--- src/rtl/fwd_pkg.sv ---
// Shared types and helpers for the operand-forwarding / load-use hazard unit.
package fwd_pkg;

    // Widest register address any instance may use; narrower tags are zero-extended.
    localparam int TAG_AW_MAX = 8;

    // Forward-select encodings: 0 reads the regfile, k takes stage k's result.
    localparam int FWD_RF    = 0;
    localparam int FWD_EXMEM = 1;
    localparam int FWD_MEMWB = 2;

    // One in-flight destination tag.
    typedef struct packed {
        logic                  vld;
        logic [TAG_AW_MAX-1:0] rd;
        logic                  ld;
    } tag_entry_t;

    // Width of a forward select able to encode 0..depth.
    function automatic int sel_w(input int depth);
        return $clog2(depth + 1);
    endfunction

endpackage

--- src/rtl/fwd_match.sv ---
// Matches one source register against every in-flight tag; youngest hit wins.
module fwd_match
    import fwd_pkg::*;
#(
    parameter int REG_AW    = 5,
    parameter int FWD_DEPTH = 3,
    parameter int ZERO_REG  = 1,
    parameter int SW        = sel_w(FWD_DEPTH)
) (
    input  tag_entry_t [FWD_DEPTH-1:0] entries_i,
    input  logic [REG_AW-1:0]          src_i,
    input  logic                       used_i,
    output logic [SW-1:0]              sel_o,
    output logic                       is_load_o
);

    logic [TAG_AW_MAX-1:0] src_ext;
    logic                  src_ok;
    logic [FWD_DEPTH-1:0]  hit;

    assign src_ext = TAG_AW_MAX'(src_i);
    // $zero is hard-wired, so forwarding it is never meaningful when ZERO_REG is set.
    assign src_ok  = used_i & ~((ZERO_REG != 0) & (src_i == '0));

    generate
        for (genvar gi = 0; gi < FWD_DEPTH; gi++) begin : g_hit
            assign hit[gi] = entries_i[gi].vld & (entries_i[gi].rd == src_ext) & src_ok;
        end
    endgenerate

    // Priority pick: scan oldest to youngest so the youngest hit overwrites.
    always_comb begin
        sel_o     = '0;
        is_load_o = 1'b0;
        for (int k = FWD_DEPTH - 1; k >= 0; k--) begin
            if (hit[k]) begin
                sel_o     = SW'(k + 1);
                is_load_o = entries_i[k].ld;
            end
        end
    end

endmodule

--- src/rtl/fwd_hazard_unit.sv ---
// Operand-forwarding and load-use hazard unit: tag pipeline, registered
// forward selects for EX, combinational stall and a saturating stall counter.
module fwd_hazard_unit
    import fwd_pkg::*;
#(
    parameter int REG_AW    = 5,
    parameter int FWD_DEPTH = 3,
    parameter int LOAD_LAT  = 1,
    parameter int ZERO_REG  = 1,
    parameter int CNT_W     = 16,
    localparam int SW       = sel_w(FWD_DEPTH)
) (
    input  logic              clk,
    input  logic              reset,
    input  logic              id_valid,
    input  logic [REG_AW-1:0] id_rs,
    input  logic [REG_AW-1:0] id_rt,
    input  logic              id_rs_used,
    input  logic              id_rt_used,
    input  logic [REG_AW-1:0] id_rd,
    input  logic              id_wr_en,
    input  logic              id_is_load,
    input  logic              flush,
    output logic              stall,
    output logic [SW-1:0]     fwd_sel_a,
    output logic [SW-1:0]     fwd_sel_b,
    output logic [CNT_W-1:0]  stall_cnt
);

    // Index 0 holds the EX-stage tag (stage 1), index FWD_DEPTH-1 the oldest.
    tag_entry_t [FWD_DEPTH-1:0] tags_q, tags_d;
    logic [SW-1:0]    sel_a_q, sel_a_d, sel_b_q, sel_b_d;
    logic [CNT_W-1:0] cnt_q, cnt_d;

    logic [SW-1:0] win_a, win_b;
    logic          ld_a, ld_b;
    logic          haz_a, haz_b;
    logic          squash;

    fwd_match #(
        .REG_AW(REG_AW), .FWD_DEPTH(FWD_DEPTH), .ZERO_REG(ZERO_REG), .SW(SW)
    ) u_match_rs (
        .entries_i(tags_q), .src_i(id_rs), .used_i(id_rs_used),
        .sel_o(win_a), .is_load_o(ld_a)
    );

    fwd_match #(
        .REG_AW(REG_AW), .FWD_DEPTH(FWD_DEPTH), .ZERO_REG(ZERO_REG), .SW(SW)
    ) u_match_rt (
        .entries_i(tags_q), .src_i(id_rt), .used_i(id_rt_used),
        .sel_o(win_b), .is_load_o(ld_b)
    );

    // A load is only a hazard while it is still too young to forward from;
    // a younger non-load winner already masks it inside the matcher.
    assign haz_a  = ld_a & (win_a != '0) & (win_a <= SW'(LOAD_LAT));
    assign haz_b  = ld_b & (win_b != '0) & (win_b <= SW'(LOAD_LAT));
    assign stall  = id_valid & ~flush & (haz_a | haz_b);
    assign squash = stall | flush | ~id_valid;

    // Next-state: shift tags, insert new entry or bubble, compute selects and counter.
    always_comb begin
        tags_d        = tags_q;
        tags_d[0].vld = id_valid & id_wr_en & ~flush & ~stall;
        tags_d[0].rd  = TAG_AW_MAX'(id_rd);
        tags_d[0].ld  = id_is_load & id_valid & id_wr_en & ~flush & ~stall;
        for (int k = 1; k < FWD_DEPTH; k++) begin
            tags_d[k] = tags_q[k-1];
        end
        sel_a_d = squash ? SW'(FWD_RF) : win_a;
        sel_b_d = squash ? SW'(FWD_RF) : win_b;
        cnt_d   = cnt_q;
        if (stall && (cnt_q != '1)) begin
            cnt_d = cnt_q + 1'b1;
        end
    end

    // State registers; reset drops every in-flight tag immediately.
    always_ff @(posedge clk or posedge reset) begin
        if (reset) begin
            tags_q  <= '0;
            sel_a_q <= '0;
            sel_b_q <= '0;
            cnt_q   <= '0;
        end else begin
            tags_q  <= tags_d;
            sel_a_q <= sel_a_d;
            sel_b_q <= sel_b_d;
            cnt_q   <= cnt_d;
        end
    end

    assign fwd_sel_a = sel_a_q;
    assign fwd_sel_b = sel_b_q;
    assign stall_cnt = cnt_q;

endmodule
--- config.mk ---
export PLATFORM = sky130hd
export DESIGN_NAME = fwd_hazard_unit
export DESIGN_NICKNAME = d
export VERILOG_FILES = /design/src/rtl/fwd_pkg.sv /design/src/rtl/fwd_match.sv /design/src/rtl/fwd_hazard_unit.sv
export SDC_FILE = /design/constraint.sdc
export NUM_CORES = 1
export LEC_CHECK = 0
export BUFFER_PORTS_ARGS = -buffer_cell sky130_fd_sc_hd__buf_2
export CAP_MARGIN = 20
export CORE_AREA = 2 2 76 78
export DETAILED_ROUTE_END_ITERATION = 10
export DIE_AREA = 0 0 78 80
export PLACE_DENSITY = 0.65
export REMOVE_ABC_BUFFERS = 1
export SETUP_SLACK_MARGIN = 0.4
export SYNTH_ARGS = -nofsm -noshare
export SYNTH_HDL_FRONTEND = slang
export SYNTH_SLANG_ARGS = --single-unit
--- constraint.sdc ---
create_clock -name clk -period 2.7 [get_ports clk]
set_clock_uncertainty 0.1 [all_clocks]
set_input_delay 0.405 -clock clk [delete_from_list [all_inputs] [get_ports clk]]
set_output_delay 0.405 -clock clk [all_outputs]
set_load 0.02 [all_outputs]
Word level (Yosys, flattened, before mapping)
Index checks and enable logic that the tools add are counted.

storage, ports and cells
  logic and storage cells = 76
  bits in registers = 41
  output and inout bits = 21

cells by class
  reduce and logical (&&, ||, !) cells = 5
  add/subtract/negate cells = 1
  multiplexer cells = 14
  equality and inequality tests = 7
  bitwise operators = 35
  order comparisons = 2

operators by type and width
  kind                     number
  $eq A5 B5 Y1             6
  $and A1 B1 Y1            27
  $add A16 B1 Y16 const B  1
  $mux W2                  8
  $ne A16 B16 Y1 const B   1
  $logic_not A5 Y1         2
  $mux W1                  6
  $not A1 Y1               5
  $le A2 B1 Y1 const B     2
  $reduce_bool A2 Y1       2
  $or A1 B1 Y1             3
  $logic_and A1 B1 Y1      1

Depth between registers and ports, before layout
Gate-level depths: netlist (run 1).

  depth after elaboration = 15
  gate-level depth with buffers = 7
  gate-level depth less buffers = 6

By module
A second synthesis (run 1) with hierarchy kept.

unflattened totals
  cells, all modules = 186
  area total of the unflattened synthesis = 2,217.1 um^2

by module, submodules not included
  module           cells each  seq. area each (um^2)  instances  area each (um^2)
  fwd_hazard_unit  116         1,026.0                1          1,659.1
  fwd_match        35          0.0                    2          279.0

Least setup slack after synthesis (run 1)
OpenSTA, ideal clock, no wires.

  kind = in2out
  start point = in id_rs[1]
  end point = out stall
  path buffers = 1
  arrival time = 1.549 ns
  slack = 0.646 ns
  cell stages on the path = 5
  cell sequence = or4_1 > o21ai_2 > nand4b_2 > a21oi_4 > buf_4

on the way
  word-level cells in the longest chain between the ends = 12

RTL lines
  item                                                                  line                   RTL
  from (decl)                                                           fwd_hazard_unit.sv:16  input logic [REG_AW-1:0] id_rs,
  parallel branches: the longest is 9 deep, another holds $le A2 B1 Y1  n/a
  $and A1 B1 Y1 (*)                                                     fwd_hazard_unit.sv:56  assign haz_a = ld_a & (win_a != '0) & (win_a <= SW'(LOAD_LAT));
  $or A1 B1 Y1 (*)                                                      fwd_hazard_unit.sv:58  assign stall = id_valid & ~flush & (haz_a | haz_b);
  $and A1 B1 Y1 (*)                                                     fwd_hazard_unit.sv:58
  to (decl)                                                             fwd_hazard_unit.sv:24  output logic stall,

Mark *: on every way between the ends.

Worst setup path in the final report (run 1)
  start point = reg tags_q, in the netlist tags_d[12]
  end point = out stall

on the way
  word-level cells in the longest chain between the ends = 9

RTL lines
  item                                           line                                          RTL
  from (decl)                                    fwd_hazard_unit.sv:31                         tag_entry_t [FWD_DEPTH-1:0] tags_q, tags_d;
  from (signal assigned)                         fwd_hazard_unit.sv:86                         tags_q <= tags_d;
  $eq A5 B5 Y1                                   fwd_match.sv:27                               assign hit[gi] = entries_i[gi].vld & (entries_i[gi].rd == src_ext) & src_ok;
  $and A1 B1 Y1 (2 in a row)                     fwd_match.sv:27
  $mux W2                                        fwd_match.sv:36                               if (hit[k]) begin
  $reduce_bool A2 Y1 (on tied branches)          fwd_hazard_unit.sv:56, fwd_hazard_unit.sv:57
  $and A1 B1 Y1 (on tied branches) (2 in a row)  fwd_hazard_unit.sv:56, fwd_hazard_unit.sv:57
  $or A1 B1 Y1 (*)                               fwd_hazard_unit.sv:58
  $and A1 B1 Y1 (*)                              fwd_hazard_unit.sv:58

Every way passes the cells marked *; elsewhere a longest branch is shown, timed or not.

==> results of run 1 <==
==> worst max-delay path by stage <==
| stage | startpoint | end | slack (ns) | cells past startpoint |
|---|---|---|---|---|
| finish | tags_d[12] | stall | 0.48 | 5 |
| global route | tags_d[12] | stall | 0.36 | 5 |
| CTS | tags_d[15] | stall | 0.41 | 5 |
| detailed placement | id_rt[0] | stall | 0.37 | 6 |
| global placement | id_rt[0] | fwd_sel_a[0] | 0.42 | 7 |
| floorplan | id_rt[0] | stall_cnt[1] | 0.52 | 6 |
==> synth_stat cells (2+ instances only) <==
cell / count
nor2_1: 7
nand4_1: 11
nand3_1: 8
a21oi_1: 2
o21ai_0: 4
nor4_1: 4
nand4b_2: 2
inv_1: 3
and3_1: 6
nor3_1: 2
and2_1: 4
nand2_1: 8
dfrtp_1: 39
xnor2_1: 29
xor2_1: 16
==> logic make-up after synthesis <==
family / after synthesis / share of synthesized area
buf+inv: 4 / 0.0103
mux: 1 / 0.00615
flops: 39 / 0.533
simple gates: 56 / 0.179
fa+ha+maj: 1 / 0.00683
compound gates: 11 / 0.0492
xor+xnor: 45 / 0.215
==> cell type report <==
cell class	instances	area share
sequential	39	0.429
multi-input combinational	114	0.373
timing repair buffer	49	0.117
tap	72	0.0396
clock buffer	6	0.0319
clock inverter	2	0.00549
inverter	3	0.00495
==> sequential cells by signal, indices dropped and copies added (netlist names) <==
| register | count |
|---|---|
| tags_d | 13 |
| fwd_sel_a | 2 |
| stall_cnt | 16 |
| tags_q | 6 |
| fwd_sel_b | 2 |
==> power breakdown <==
group          total, mW  internal (mW)  leakage (nW)  switching, mW
Sequential         0.613          0.597         0.508         0.0154
Clock              0.390          0.181        0.0412          0.210
Combinational     0.0947         0.0435         0.551         0.0511
==> metal layers <==
metal / wire length (µm) / share of wire / global-route usage
met4: 71 / 0.018 / 0.0561
met1: 1810 / 0.46 / 0.183
met5: 0 / 0 / 0
met2: 1850 / 0.47 / 0.221
met3: 200 / 0.051 / 0.0385
==> critical path, delay by kind of cell (launching register included) <==
kind	cells	cell delay, ns
AOI/OAI and AO/OA	1	0.20
xor gates and xnor gates	1	0.16
buffers and inverters	1	0.14
DFF	1	0.42
and+or+nand+nor	2	0.50
==> what timing repair did <==
action,in CTS,in global routing
endpoints found under the setup margin,1,1
cloned,0,0
buffers inserted,3,1
pin swaps,3,7
gates resized for setup,3,1
==> through the flow <==
step / cell area [µm²] / hold slack, ns / setup slack (ns) / power, mW
2_1_floorplan: 1820 / 0.273 / 0.525 / 0.673
3_3_place_gp: 2140 / 0.312 / 0.421 / 0.715
3_5_place_dp: 2140 / 0.314 / 0.372 / 0.717
4_1_cts: 2270 / 0.106 / 0.407 / 1.12
5_1_grt: 2280 / 0.0990 / 0.365 / 1.15
6_report: 2280 / 0.113 / 0.484 / 1.10
==> results by group, run 1 <==
Detailed routing
  • Routed length per instance: 13.8 µm
  • Drt drc: 0
  • ANT nets after route: 0
  • Detailed Routing Iterations Pass 1: 4
  • Total Wirelength: 3.94 mm
  • Initial drt markers: 53
  • Via count: 1348
  • DR vias/cell: 4.73

Power and ir drop
  • Worst VDD drop: 182 µV
  • Leak: 1.10 nW
  • Pwr dens: 482 nW/µm²

Layout
  • Layout Nets: 236
  • Seq. cell area: 976 µm²
  • Layout cell share with drive strength beyond 1: 0.300
  • Synth-to-layout area growth: 24.4%
  • Antenna fix cells: 0
  • FILL cells: 532
  • Non-filler cells, final: 285
  • Area of the multi-input gates: 848 µm²
  • Commonest non-fill, non-tap cell in the layout: buf_2
  • Finished Core Util: 0.421
  • Most frequent cells in the layout: buf_2, dfrtp_1, xnor2_1

Synthesis
  • Synth Register Bits: 39
  • Yosys top cell by area: dfrtp_1
  • Share of the synthesized area in the top cell type: 0.533
  • Number of synthesized flops with an enable pin: 0
  • Post-Synthesis Cell Area: 1830 µm²
  • Yosys warning count: 0
  • Asr flop ratio synth: 1.00
  • Most used DFF post-synth: dfrtp_1
  • Register area share after synthesis: 0.533
  • Cells after synthesis: 157
  • Avg Cell Area, Syn: 11.7 µm²
  • Cell variety after synth: 27
  • Ranking of synthesized cells by area: dfrtp_1, xnor2_1, xor2_1

STA
  • Final setup viols: 0
  • Slew @ Worst Pin: 0.490 ns
  • Slew Viols, Final: 0
  • F_max: 451 MHz
  • Final period utilization: 0.821
  • Unrepaired setup endpoints after global routing: yes
  • Slew margin rel.: 0.673
  • Final Critical Period: 2.22 ns
  • Final hold violations: 0
  • TNS Setup: 0 ns

Setup path
  • R2R Path End: stall_cnt[3]
  • Crit path kind: register to primary output
  • Worst r2r src: tags_d[12]
  • Reg2reg path depth: 8
  • Crit end category: primary output
  • R2R Setup Slk: 0.61 ns
  • Slowest CP cell: dfrtp_1
  • CP max stage delay: 0.42 ns
  • Crit start category: register
  • Worst-path maximum fanout: 3
  • Crit-path cells: xor2_1 -> nor4_2 -> nand4b_2 -> a21oi_4 -> buf_6
  • Arr. time, crit path: 1.71 ns
  • WP data required: 2.19 ns

Global routing
  • Number of global-route vias before repair: 1433
  • First-pass GRT wire length: 6.71 mm
  • Largest net degree at the start of global routing: 40
  • Total grt overflow: 0
  • Total track usage: 0.140
  • Initial antenna violation count: 0

Clock tree
  • TritonCTS sink count: 39
  • CTS tree: built
  • Num CTS Buffers: 5
  • Clk_lat worst skew: 0.30 ns
  • H-tree depth: 2
  • Clk pin slew, worst setup/hold paths: 0.07 ns
  • Clock Path Buffers: 2
  • CTS Hold Bufs: 0
  • Root Driver: clkbuf_8

Place
  • # port buffers: 43
  • Hpwl dp: 3.01 mm
  • RePlAce Congestion: 0.821
  • DP Cell Count: 273

Floorplanning
  • Die height: 80 µm
  • Die Wd: 78 µm
  • CORE AREA: 5410 µm²
  • Row cnt: 27
  • Ports: 44
  • DIE AREA: 6240 µm²
  • Starting Density: 0.339

Flow run
  • Max-cap violations: 0

Worst hold path
  • Worst min-delay path category: input port to asynchronous set/reset pin

Run status
  • Status: finished clean
(Power assumes the default switching activity.)
==> inputs of run 2 (changes only) <==
--- a/config.mk
+++ b/config.mk
@@ -10,7 +10,7 @@
 export CORE_AREA = 2 2 76 78
 export DETAILED_ROUTE_END_ITERATION = 10
 export DIE_AREA = 0 0 78 80
-export PLACE_DENSITY = 0.65
+export PLACE_DENSITY = 0.67
 export REMOVE_ABC_BUFFERS = 1
 export SETUP_SLACK_MARGIN = 0.4
 export SYNTH_ARGS = -nofsm -noshare
==> constraint.sdc (replaced) <==
create_clock -name clk -period 1.85 [get_ports clk]
set_clock_uncertainty 0.1 [all_clocks]
set_input_delay 0.2775 -clock clk [delete_from_list [all_inputs] [get_ports clk]]
set_output_delay 0.2775 -clock clk [all_outputs]
set_load 0.02 [all_outputs]
==> run 2 against run 1 <==
  * The flow now finishes with violations (negative hold slack, negative setup slack)
  * Clock-buffer cell count rose by 1
  * Total power rose by 47%
  * Sequential power rose by 46%
  * Global-route usage rose by 0.61 points
  * Register-to-register slack got worse by 0.86 ns
  * Routed wire length rose by 3.6%
  * Sequential share of layout area fell by 5.9 points
  * Combinational power rose by 87%
  * Flip-flop and latch count did not move
  * Critical path depth rose by 1
==> results by group, run 2 (synthesis results as in run 1) <==
Place
  • Hpwl dp: 3.05 mm (+1.5%)
  • # port buffers: 43 (unchanged)
  • RePlAce Congestion: 0.801 (-2.4%)

Layout
  • Layout cell share with drive strength beyond 1: 0.407 (+0.106)
  • Antenna fix cells: 0 (unchanged)
  • Max FFs per register: 16 (unchanged)
  • Most frequent cells in the layout: buf_2, dfrtp_1, xnor2_1, buf_4, xor2_1
  • Commonest non-fill, non-tap cell in the layout: buf_2
  • Layout Nets: 269 (+14%)
  • Synth-to-layout area growth: 44.4%

Power and ir drop
  • Gate power share: 0.109 (+0.023)
  • Worst VDD drop: 204 µV (+12%)
  • Leak: 1.32 nW (+20%)
  • Pwr dens: 611 nW/µm² (+27%)
  • Switching part of the total: 0.236 (-0.0153)
  • Cell Int Power: 1.23 mW (+50%)
  • Overall Power: 1.61 mW (+47%)
  • NetSw: 0.382 mW (+38%)
  • Sequential power share: 0.554 (-0.004)
  • Clk pwr share: 0.336 (-0.020)

Global routing
  • Grt met3 use: 0.0419 (+0.00339)
  • Total grt overflow: 0 (unchanged)
  • Number of global-route vias before repair: 1568 (+9.4%)
  • Largest net degree at the start of global routing: 40 (unchanged)
  • First-pass GRT wire length: 7.04 mm (+5.0%)
  • Total track usage: 0.146 (+0.00614)
  • Met2 Track Usage GR: 0.239 (+0.0181)
  • Top Usage Layer GRT: met2
  • Initial antenna violation count: 0 (unchanged)
  • GR Util met1: 0.181 (-0.00137)

STA
  • Final hold violations: 33 (+33)
  • Hold WS: -0.0140 ns (-0.127 ns)
  • Slew Viols, Final: 0 (unchanged)
  • Slew margin rel.: 0.682 (+0.00863)
  • Final period utilization: 1.16
  • Slew @ Worst Pin: 0.477 ns (-0.0129 ns)
  • Final Critical Period: 2.14 ns
  • F_max: 467 MHz
  • Final setup viols: 23 (+23)
  • TNS Setup: -4.11 ns (-4.11 ns)
  • Final worst setup slack: -0.293 ns (-0.777 ns)
  • Unrepaired setup endpoints after global routing: yes

Floorplanning
  • Starting Density: 0.339 (unchanged)
  • Die Wd: 78 µm (unchanged)
  • Die height: 80 µm (unchanged)
  • Ports: 44 (unchanged)
  • CORE AREA: 5410 µm² (unchanged)
  • Row cnt: 27 (unchanged)
  • DIE AREA: 6240 µm² (unchanged)

Clock tree
  • TritonCTS sink count: 39 (unchanged)
  • Root Driver: clkbuf_8
  • Clk pin slew, worst setup/hold paths: 0.07 ns (about the same)
  • Clock Path Buffers: 2 (unchanged)
  • CTS tree: built
  • H-tree depth: 2 (unchanged)
  • Clk_lat worst skew: 0.29 ns (about the same)
  • Num CTS Buffers: 5 (unchanged)

Setup path
  • Arr. time, crit path: 1.77 ns (+0.06 ns)
  • WP data required: 1.47 ns (-0.72 ns)
  • Crit end category: primary output
  • Worst-path maximum fanout: 2 (-1)
  • Crit path kind: register to primary output
  • Crit start category: register

Detailed routing
  • Initial drt markers: 56 (+5.7%)
  • Total Wirelength: 4.08 mm (+3.6%)
  • DR vias/cell: 4.57 (-3.5%)
  • Drt drc: 0 (unchanged)
  • Routed length per instance: 12.8 µm (-7.2%)
  • Detailed Routing Iterations Pass 1: 4 (unchanged)
  • Via count: 1452 (+7.7%)
  • ANT nets after route: 0 (unchanged)

Run status
  • Failing checks: negative hold slack, negative setup slack
  • Status: finished with violations

Flow run
  • Max-cap violations: 0 (unchanged)

Worst hold path
  • Worst min-delay path category: input port to asynchronous set/reset pin
run 2: layer usage:
metal / share of wire / vias up
met5: 0 / -
met4: 0.019 / 0
met3: 0.039 / 8
met2: 0.49 / 32
met1: 0.45 / 695
li1: - / 717
run 2: timing repair:
item	in CTS	in global routing
hold buffers	5	0
gates resized for setup	6	19
endpoints found under the setup margin	23	23
endpoints found under the hold margin	5	0
pin swaps	5	14
setup buffers	6	1
run 2: final timing paths:
kind	startpoint	end	slack, ns	cells past startpoint
max in group asynchronous	reset	tags_d[29]	1.33	3
min in group clk	id_wr_en	tags_d[19]	0.12	3
worst min register to register	tags_d[29]	tags_q[29]	0.33	0
worst min-delay path	reset	tags_d[12]	-0.01	3
worst max register to register	tags_d[11]	stall_cnt[4]	-0.25	9
worst max-delay path	tags_d[11]	stall	-0.29	6
run 2: layout make-up:
cell class                      count  area (µm²)
Multi-Input combinational cell    114         931
Clock inverter                      1        5.00
Fill cell                         518        2760
Sequential cell                    39         976
Clock buffer                        7        76.3
Timing Repair Buffer               82         553
Inverter                            3        11.3
Tap cell                           72        90.1
run 2: per-stage QoR:
| step | utilization | setup slack, ns | area (µm²) | instances |
|---|---|---|---|---|
| 5_1_grt | 0.489 | -0.436 | 2640 | 318 |
| 2_1_floorplan | - | -0.308 | 1820 | 156 |
| 6_report | 0.489 | -0.293 | 2640 | 318 |
| 4_1_cts | 0.470 | -0.305 | 2540 | 317 |
| 3_5_place_dp | 0.431 | -0.280 | 2330 | 298 |
| 3_3_place_gp | 0.431 | -0.279 | 2330 | 298 |
run 2: power groups by stage:
stage / sequential, mW / clock, mW / combinational, mW
4_1_cts: 0.894 / 0.568 / 0.179
6_report: 0.895 / 0.543 / 0.177
5_1_grt: 0.897 / 0.599 / 0.197
2_1_floorplan: 0.905 / 0 / 0.0774
3_5_place_dp: 0.911 / 0 / 0.162
3_3_place_gp: 0.910 / 0 / 0.161
run 2: worst max-delay path: stages, from the launching register on:
cell      delay, ns
dfrtp_1        0.42
xor2_1         0.15
nor4_1         0.28
buf_4          0.17
nand4b_4       0.11
a21oi_4        0.21
buf_6          0.14
